`src/rtl/md_issue_ctrl_pkg.sv`:
```
// md_issue_ctrl_pkg
// Shared definitions for the multiply/divide issue sequencer: opcode fields,
// ALU op codes for mul/div, the rstatus register index and codes, the
// sequencer state type, and small decode/encode helpers.
package md_issue_ctrl_pkg;

    localparam logic [4:0] OPC_RTYPE   = 5'b00000;
    localparam logic [4:0] OPC_ADDI    = 5'b00101;
    localparam logic [4:0] ALU_MUL     = 5'b00110;
    localparam logic [4:0] ALU_DIV     = 5'b00111;
    localparam logic [4:0] RSTATUS_REG = 5'd30;

    localparam int unsigned RSTATUS_MUL_CODE = 4;
    localparam int unsigned RSTATUS_DIV_CODE = 5;

    typedef enum logic [1:0] {
        StIdle,
        StStart,
        StBusy,
        StDone
    } md_state_e;

    // True for an R-type mul or div; the all-zero word (nop) is excluded.
    function automatic logic is_md_op(logic [31:0] ir);
        return (ir[31:27] == OPC_RTYPE) && (ir != 32'd0) &&
               ((ir[6:2] == ALU_MUL) || (ir[6:2] == ALU_DIV));
    endfunction

    // addi $r30, $r0, code -- the synthesized exception write.
    function automatic logic [31:0] rstatus_ir(logic [16:0] code);
        return {OPC_ADDI, RSTATUS_REG, 5'd0, code};
    endfunction

endpackage

```
`src/rtl/md_issue_ctrl_if.sv`:
```
// md_issue_ctrl_if
// Bundles the X-stage inputs, the mul/div unit handshake and the X/M override
// outputs of md_issue_ctrl.
//   master : the sequencer (drives unit start/operands, stall, override)
//   slave  : the pipeline + unit side (drives instruction, operands, unit result)
interface md_issue_ctrl_if;

    logic [31:0] ir_x;
    logic [31:0] operand_a;
    logic [31:0] operand_b;
    logic [31:0] md_result;
    logic        md_exception;
    logic        md_ready;

    logic        md_ctrl_mult;
    logic        md_ctrl_div;
    logic [31:0] md_a;
    logic [31:0] md_b;
    logic        stall;
    logic        busy;
    logic        out_valid;
    logic [31:0] out_ir;
    logic [31:0] out_value;

    modport master (
        input  ir_x, operand_a, operand_b, md_result, md_exception, md_ready,
        output md_ctrl_mult, md_ctrl_div, md_a, md_b, stall, busy,
               out_valid, out_ir, out_value
    );

    modport slave (
        output ir_x, operand_a, operand_b, md_result, md_exception, md_ready,
        input  md_ctrl_mult, md_ctrl_div, md_a, md_b, stall, busy,
               out_valid, out_ir, out_value
    );

endinterface

```
`src/rtl/md_issue_ctrl.sv`:
```
// md_issue_ctrl
// Shares one iterative mul/div unit with the pipeline. A mul/div seen in X
// while idle is captured, the unit is started with a one-cycle pulse, and the
// pipeline front is stalled until the unit is ready or the wait times out.
// One cycle of X/M override follows: the instruction with the unit result, or
// an addi $r30 status write on exception/timeout.
// Ports:
//   clock : rising-edge clock
//   reset : asynchronous active-low reset
//   bus   : md_issue_ctrl_if.master (X-stage inputs, unit handshake, override)
module md_issue_ctrl
    import md_issue_ctrl_pkg::*;
#(
    parameter int unsigned TIMEOUT     = 40,
    parameter int unsigned RSTATUS_MUL = RSTATUS_MUL_CODE,
    parameter int unsigned RSTATUS_DIV = RSTATUS_DIV_CODE
) (
    input  logic            clock,
    input  logic            reset,
    md_issue_ctrl_if.master bus
);

    localparam int unsigned     CntW   = $clog2(TIMEOUT + 1);
    localparam logic [CntW-1:0] CntMax = CntW'(TIMEOUT);

    md_state_e       state_q, state_d;
    logic [31:0]     ir_q, ir_d;
    logic [31:0]     a_q, a_d;
    logic [31:0]     b_q, b_d;
    logic            is_div_q, is_div_d;
    logic [CntW-1:0] cnt_q, cnt_d;
    logic [31:0]     res_ir_q, res_ir_d;
    logic [31:0]     res_val_q, res_val_d;

    logic        detect;
    logic        timeout;
    logic [16:0] exc_code;

    assign detect   = is_md_op(bus.ir_x);
    assign timeout  = (cnt_q == CntMax);
    assign exc_code = is_div_q ? 17'(RSTATUS_DIV) : 17'(RSTATUS_MUL);

    always_comb begin
        state_d   = state_q;
        ir_d      = ir_q;
        a_d       = a_q;
        b_d       = b_q;
        is_div_d  = is_div_q;
        cnt_d     = cnt_q;
        // Result registers are only loaded on entry to DONE, so they read as
        // zero in every other state.
        res_ir_d  = '0;
        res_val_d = '0;

        unique case (state_q)
            StIdle: begin
                if (detect) begin
                    state_d  = StStart;
                    ir_d     = bus.ir_x;
                    a_d      = bus.operand_a;
                    b_d      = bus.operand_b;
                    is_div_d = (bus.ir_x[6:2] == ALU_DIV);
                end
            end
            StStart: begin
                // md_ready is deliberately ignored here.
                state_d = StBusy;
                cnt_d   = '0;
            end
            StBusy: begin
                if (bus.md_ready) begin
                    // Ready beats a coincident timeout.
                    state_d = StDone;
                    if (bus.md_exception) begin
                        res_ir_d  = rstatus_ir(exc_code);
                        res_val_d = 32'(exc_code);
                    end else begin
                        res_ir_d  = ir_q;
                        res_val_d = bus.md_result;
                    end
                end else if (timeout) begin
                    state_d   = StDone;
                    res_ir_d  = rstatus_ir(exc_code);
                    res_val_d = 32'(exc_code);
                end
                if (!timeout) begin
                    cnt_d = cnt_q + 1'b1;
                end
            end
            StDone: begin
                state_d = StIdle;
            end
            default: begin
                state_d = StIdle;
            end
        endcase
    end

    always_ff @(posedge clock or negedge reset) begin
        if (!reset) begin
            state_q   <= StIdle;
            ir_q      <= '0;
            a_q       <= '0;
            b_q       <= '0;
            is_div_q  <= 1'b0;
            cnt_q     <= '0;
            res_ir_q  <= '0;
            res_val_q <= '0;
        end else begin
            state_q   <= state_d;
            ir_q      <= ir_d;
            a_q       <= a_d;
            b_q       <= b_d;
            is_div_q  <= is_div_d;
            cnt_q     <= cnt_d;
            res_ir_q  <= res_ir_d;
            res_val_q <= res_val_d;
        end
    end

    assign bus.md_ctrl_mult = (state_q == StStart) && !is_div_q;
    assign bus.md_ctrl_div  = (state_q == StStart) && is_div_q;
    assign bus.md_a         = a_q;
    assign bus.md_b         = b_q;
    // Stall drops in DONE so D/X advances while X/M takes the override.
    assign bus.stall        = reset && (((state_q == StIdle) && detect) ||
                                        (state_q == StStart) || (state_q == StBusy));
    assign bus.busy         = (state_q != StIdle);
    assign bus.out_valid    = (state_q == StDone);
    assign bus.out_ir       = res_ir_q;
    assign bus.out_value    = res_val_q;

endmodule

```
`src/flat_wrapper.sv`:
```
// flat-port wrapper written by rule: the top's interface ports become plain ports
module md_issue_ctrl_flat import md_issue_ctrl_pkg::*;
#(
    parameter int unsigned TIMEOUT     = 40,
    parameter int unsigned RSTATUS_MUL = RSTATUS_MUL_CODE,
    parameter int unsigned RSTATUS_DIV = RSTATUS_DIV_CODE
)
  (clock, reset, bus_ir_x, bus_operand_a, bus_operand_b, bus_md_result, bus_md_exception, bus_md_ready, bus_md_ctrl_mult, bus_md_ctrl_div, bus_md_a, bus_md_b, bus_stall, bus_busy, bus_out_valid, bus_out_ir, bus_out_value);
  md_issue_ctrl_if bus_i ();
  input  logic clock;
  input  logic reset;
  input wire logic [$bits(bus_i.ir_x)-1:0] bus_ir_x;
  input wire logic [$bits(bus_i.operand_a)-1:0] bus_operand_a;
  input wire logic [$bits(bus_i.operand_b)-1:0] bus_operand_b;
  input wire logic [$bits(bus_i.md_result)-1:0] bus_md_result;
  input wire logic [$bits(bus_i.md_exception)-1:0] bus_md_exception;
  input wire logic [$bits(bus_i.md_ready)-1:0] bus_md_ready;
  output wire logic [$bits(bus_i.md_ctrl_mult)-1:0] bus_md_ctrl_mult;
  output wire logic [$bits(bus_i.md_ctrl_div)-1:0] bus_md_ctrl_div;
  output wire logic [$bits(bus_i.md_a)-1:0] bus_md_a;
  output wire logic [$bits(bus_i.md_b)-1:0] bus_md_b;
  output wire logic [$bits(bus_i.stall)-1:0] bus_stall;
  output wire logic [$bits(bus_i.busy)-1:0] bus_busy;
  output wire logic [$bits(bus_i.out_valid)-1:0] bus_out_valid;
  output wire logic [$bits(bus_i.out_ir)-1:0] bus_out_ir;
  output wire logic [$bits(bus_i.out_value)-1:0] bus_out_value;
  assign bus_i.ir_x = bus_ir_x;
  assign bus_i.operand_a = bus_operand_a;
  assign bus_i.operand_b = bus_operand_b;
  assign bus_i.md_result = bus_md_result;
  assign bus_i.md_exception = bus_md_exception;
  assign bus_i.md_ready = bus_md_ready;
  assign bus_md_ctrl_mult = bus_i.md_ctrl_mult;
  assign bus_md_ctrl_div = bus_i.md_ctrl_div;
  assign bus_md_a = bus_i.md_a;
  assign bus_md_b = bus_i.md_b;
  assign bus_stall = bus_i.stall;
  assign bus_busy = bus_i.busy;
  assign bus_out_valid = bus_i.out_valid;
  assign bus_out_ir = bus_i.out_ir;
  assign bus_out_value = bus_i.out_value;
  md_issue_ctrl #(.TIMEOUT(TIMEOUT), .RSTATUS_MUL(RSTATUS_MUL), .RSTATUS_DIV(RSTATUS_DIV)) u_core (.clock(clock), .reset(reset), .bus(bus_i));
endmodule
```
`config.mk`:
```
export PLATFORM = sky130hd
export DESIGN_NAME = md_issue_ctrl_flat
export DESIGN_NICKNAME = d
export VERILOG_FILES = /design/src/rtl/md_issue_ctrl_pkg.sv /design/src/rtl/md_issue_ctrl_if.sv /design/src/rtl/md_issue_ctrl.sv /design/src/flat_wrapper.sv
export SDC_FILE = /design/constraint.sdc
export NUM_CORES = 1
export LEC_CHECK = 0
export ABC_AREA = 1
export ABC_CLOCK_PERIOD_IN_PS = 4400
export BUFFER_PORTS_ARGS = -buffer_cell sky130_fd_sc_hd__buf_2
export CAP_MARGIN = 20
export CORE_MARGIN = 1.5
export CORE_UTILIZATION = 41
export CTS_CLUSTER_SIZE = 14
export DETAILED_ROUTE_END_ITERATION = 6
export PLACE_DENSITY = 0.69
export SLEW_MARGIN = 30
export SYNTH_ARGS = -nofsm -noshare
export SYNTH_HDL_FRONTEND = slang
export SYNTH_SLANG_ARGS = --single-unit
```
`constraint.sdc`:
```
create_clock -name clock -period 4.4 [get_ports clock]
set_clock_uncertainty 0.2 [all_clocks]
set_input_delay 0.88 -clock clock [delete_from_list [all_inputs] [get_ports clock]]
set_output_delay 0.88 -clock clock [all_outputs]
set_load 0.02 [all_outputs]
```
# Yosys cells after proc, flatten, opt, wreduce, memory -nomap -nowiden
# Cells that the tools add are included.
totals:
  register_bits: 169
  input_bits: 132
  out_inout_bits: 133
  wordCells: 51
op_classes:
  n_addsub: 1
  n_eq_ne: 9
  n_mux: 15
  reduce_logical: 18
op_table:
  columns: ["op", "count"]
  rows:
  - ["32-bit 2-to-1 mux", 6]
  - ["32-bit nonzero test", 1]
  - ["30-bit 2-to-1 mux", 1]
  - ["17-bit 2-to-1 mux", 1]
  - ["6-bit case mux with 2 select lines", 1]
  - ["5-bit by 3-bit == test with 1-bit output, second input constant", 2]
  - ["2-bit case mux with 4 select lines", 1]
  - ["6-bit by 1-bit adder with 6-bit output, second input constant", 1]
  - ["6-bit == test, second input constant", 1]
  - ["1-bit logical AND", 6]
  - ["2-bit 2-to-1 mux", 3]
  - ["6-bit 2-to-1 mux", 1]
  - ["2-bit AND reduction", 3]
  - ["5-bit zero test", 1]
  - ["2-bit == test, second input constant", 2]
  - ["2-bit nonzero test", 2]
  - ["1-bit logical OR", 3]
  - ["3-bit by 2-bit inequality test with 1-bit output, second input constant", 1]
  - ["2-bit by 1-bit == test with 1-bit output, second input constant", 1]
  - ["2-bit zero test", 1]
  - ["2-bit by 1-bit inequality test with 1-bit output, second input constant", 1]
  - ["2-bit inequality test, second input constant", 1]
  - ["1-bit zero test", 1]
  - ["1-bit 2-to-1 mux", 1]

# Logic depth before layout (Yosys ltp)
logic_depth:
  depth_word: 7
  depth_mapped: 9
  depth_no_buf: 9

# Least setup slack after synthesis
# Ideal clock, no wire load.
synth_path:
  path_type: "input port to output port"
  startpoint: "input port bus_ir_x[28]"
  endpoint: "output port bus_stall"
  arrival_ns: 1.880
  required_ns: 3.320
  path_slack_ns: 1.440
  path_stages: 6
  n_path_buf: 1
  path_cell_list: "nor2_1 -> nand3_1 -> inv_2 -> nand3_2 -> buf_6 -> a21boi_0"
synth_via:
  elab_chain_cells: 7
  elab_cells_between_ends: 8
  classes_between: "8 x reduce/logical"
synth_lines:
  columns: ["item", "line", "text"]
  rows:
  - ["start, declared", "flat_wrapper.sv:12", "input wire logic [$bits(bus_i.ir_x)-1:0] bus_ir_x;"]
  - ["32-bit nonzero test / 5-bit zero test (equally long branches)", "md_issue_ctrl_pkg.sv:25", "return (ir[31:27] == OPC_RTYPE) && (ir != 32'd0) &&"]
  - ["1-bit logical AND (*) (2 in a row)", "md_issue_ctrl_pkg.sv:25", null]
  - ["1-bit logical AND (*)", "md_issue_ctrl.sv:126", "assign bus.stall = reset && (((state_q == StIdle) && detect) ||"]
  - ["1-bit logical OR (*)", "md_issue_ctrl.sv:126", null]
  - ["1-bit logical OR (*)", "md_issue_ctrl.sv:127", "(state_q == StStart) || (state_q == StBusy));"]
  - ["1-bit logical AND (*)", "md_issue_ctrl.sv:126", null]
  - ["end, declared", "flat_wrapper.sv:22", "output wire logic [$bits(bus_i.stall)-1:0] bus_stall;"]
# Mark *: on every way between the ends. The rest lies on a longest branch, timed or not.

# Worst setup path after layout
layout_path:
  startpoint: "register u_core.state_q[0]"
  endpoint: "output port bus_stall"
layout_via:
  elab_chain_cells: 5
  elab_cells_between_ends: 7
  classes_between: "2 x eq/ne; 5 x reduce/logical"
layout_lines:
  columns: ["item", "line", "text"]
  rows:
  - ["start, declared", "md_issue_ctrl.sv:26", "md_state_e state_q, state_d;"]
  - ["start signal, assigned", "md_issue_ctrl.sv:101", "state_q <= StIdle;"]
  - ["start signal, assigned", "md_issue_ctrl.sv:110", "state_q <= state_d;"]
  - ["2-bit zero test", "md_issue_ctrl.sv:126", null]
  - ["1-bit logical AND", "md_issue_ctrl.sv:126", null]
  - ["1-bit logical OR", "md_issue_ctrl.sv:126", null]
  - ["1-bit logical OR (*)", "md_issue_ctrl.sv:127", null]
  - ["1-bit logical AND (*)", "md_issue_ctrl.sv:126", null]
# Marked as above.

==> flow_metrics.tcl <==
set metrics [dict create \
    dpl.hpwl_mm 9.66 \
    buffers_from_clock_root_to_sink_at_most 2 \
    timing.final.max_slew_violations 0 \
    die_height_um 132 \
    drt_first_pass_iters 4 \
    most-common-layout-cells "sky130_fd_sc_hd__buf_2, sky130_fd_sc_hd__dfrtp_1, sky130_fd_sc_hd__inv_1" \
    post_cts_resize_count 0 \
    ctsHtreeMaxLevel 4 \
    hold_path_class "primary input to async pin" \
    sw_frac_of_total_pct 28.0 \
    finalHoldViolations 0 \
    mappedNetlistArea_um2 6820 \
    ctsHoldBuffers 0 \
    cell_type_with_the_highest_aggregate_area_in_the_netlist "sky130_fd_sc_hd__dfrtp_1" \
    grt_setup_unrepaired "no" \
    die_width_um 132 \
    io_pins 265 \
    synthCells 687 \
    post-route-period-util_pct 65.2 \
    final_core_utilization_pct 55.2 \
    synth.net_count 826 \
    routabilityCongestion 0.733 \
    grt_overflow_total 0 \
    intPower_mw 2.76 \
    crit-reg2reg-launch "u_core.state_q[0]" \
    total_switching_power_mw 1.07 \
    antenna_violating_nets_post_route 0 \
    critical_path_class "flop to output pin" \
    layout.nets 1085 \
    clkSinkCount 169 \
    setup.worst_path.start_class "flop" \
    postSynthRegisterBits 169 \
    grt_start_max_net_pins 184 \
    mostFrequentLayoutCell "sky130_fd_sc_hd__buf_2" \
    via_per_inst 4.20 \
    cts_tree "done" \
    place.port_buffers 264 \
    result_of_the_run "complete, no violations" \
    endpoint_arrival_time_on_the_critical_path_ns 1.79 \
    finalSetupViolCount 0 \
    max_ir_drop_vdd_v 0.000263 \
    achievable-frequency_mhz 348 \
    clock-root-buffer "sky130_fd_sc_hd__clkbuf_16" \
    clock_insertion_delay_worst_skew_ns 0.42 \
    worstMarginPinSlew_ns 0.930 \
    sequential_share_of_the_synthesized_area_pct 62.0 \
    synthesis.yosys.warnings 0 \
    drc_errors 0 \
    power_leakage_nw 5.35 \
    initial_utilization_pct 42.5 \
    cts-buffers-inserted 17 \
    worst_hold_slack_ns 0.0821 \
    core-area_um2 16100 \
    detail_route.wl_per_cell_um 11.8 \
    distinct_cells_synth 27 \
    drive_gt1_share_pct 39.3 \
    crit_path_start "u_core.state_q[0]" \
    area_growth_syn_to_layout_pct 29.8 \
    timing.critical_path.required_ns 3.32 \
    drt_iter0_markers 246 \
    setup-tns-final_ns 0 \
    post-synth-top-area-fraction_pct 62.0 \
    worstPathMaxFanout 7 \
    end_kind "output pin" \
    groute.usage.overall_pct 16.6 \
    clk_transition_reported_paths_ns 0.07 \
    vias 4938 \
    seqPwrFrac_pct 44.4 \
    power.density_nw_per_um2 433 \
    ys_top_cells_by_area "sky130_fd_sc_hd__dfrtp_1, sky130_fd_sc_hd__o21ai_2, sky130_fd_sc_hd__inv_1, sky130_fd_sc_hd__nand2_1, sky130_fd_sc_hd__nor2_1" \
    total_die_area_um2 17400 \
    worst_rel_slew_slack_pct 38.0 \
    share_comb_of_total_power_pct 15.6 \
    cts_setup_buffers 0 \
    routed_wl_mm 13.9 \
    num_rows 46 \
    syn_avg_cell_area_um2 9.93 \
    maxCapViolations 0 \
    grt_first_pass_wirelength_mm 23.2 \
    final.min_clock_period_ns 2.87 \
    antenna_found_initial 0 \
    grt_pass1_vias 4828 \
    clock_network_fraction_of_total_power_pct 40.1 \
]
stage by stage:
step                power [mW]  area (um^2)  cells  worst slack, ns
floorplan                 2.09         6820    687             1.44
global placement          2.32         8230   1143             1.56
detailed placement        2.34         8240   1143             1.56
CTS                       3.89         8850   1175             1.50
global route              4.04         8860   1175             1.39
finish                    3.84         8860   1176             1.53
synth_stat cells, drive strengths merged:
library cell,instances
xor2,2
nand2,121
clkbuf,2
buf,25
inv,166
o21ai,93
ha,7
a21boi,1
o21bai,1
dfrtp,169
nor3,12
nand3,9
xnor2,1
nand4,1
a21oi,1
clkinv,1
nor2,74
or2,1
worst max-delay path, cell delays in order, from the launching register on:
cell and delay (ns):
sky130_fd_sc_hd__dfrtp_1 0.42, sky130_fd_sc_hd__inv_1 0.12, sky130_fd_sc_hd__ha_1 0.36, sky130_fd_sc_hd__nor2_1 0.10, sky130_fd_sc_hd__a21boi_0 0.19, sky130_fd_sc_hd__buf_2 0.19
metal layers:
layer  share of wire (%)  vias to the layer above  track usage, %  routed length [um]
met2                  49                      158            26.8                6830
met3                 5.2                       14            3.88                 726
met4                 1.3                        0            7.59                 179
li1                    -                     2542               -                   -
met5                   0                        -               0                   0
met1                  44                     2224            21.2                6160
path summary, 6_finish.rpt:
kind	cells past startpoint	endpoint	slack, ns
max in group asynchronous	2	u_core.ir_q[21]	2.98
min in group clock	2	u_core.ir_q[4]	0.25
min reg2reg	2	u_core.ir_q[4]	0.25
max	5	bus_stall	1.53
max reg2reg	6	u_core.ir_q[18]	2.21
min	1	u_core.bus.out_ir[23]	0.08
area by class of cell:
cell class / count / area, um^2
clock inverter: 15 / 189
antenna: 1 / 2.50
sequential: 169 / 4230
tap: 216 / 270
multi-input combinational: 324 / 1750
fill: 1474 / 7200
timing repair buffer: 267 / 1370
inverter: 167 / 627
clock buffer: 17 / 425
registers in the layout, indices dropped and copies added, names as in the netlist:
name,flops
u_core.bus.md_a,32
u_core.is_div_q,1
u_core.bus.out_value,32
u_core.state_q,2
u_core.ir_q,32
u_core.cnt_q,6
u_core.bus.md_b,32
u_core.bus.out_ir,32
power by group through the flow:
stage / clock, mW / combinational [mW] / sequential, mW
floorplan: 0 / 0.283 / 1.81
global placement: 0 / 0.596 / 1.73
detailed placement: 0 / 0.607 / 1.73
CTS: 1.58 / 0.608 / 1.70
global route: 1.65 / 0.671 / 1.71
finish: 1.54 / 0.598 / 1.70
kinds of logic (layout without fill, tap and decap cells):
group                      Yosys count  after routing  share of synthesized area, %
xor gates and xnor gates             3              3                         0.385
and+or+nand+nor                    218            218                          12.6
other                                0              1                             0
buffers and inverters              194            466                          12.7
AOI/OAI and AO/OA                   96             96                          11.0
DFF                                169            169                          62.0
adders and majority gates            7              7                          1.28
Note: power is estimated with default switching activity, not from simulation.
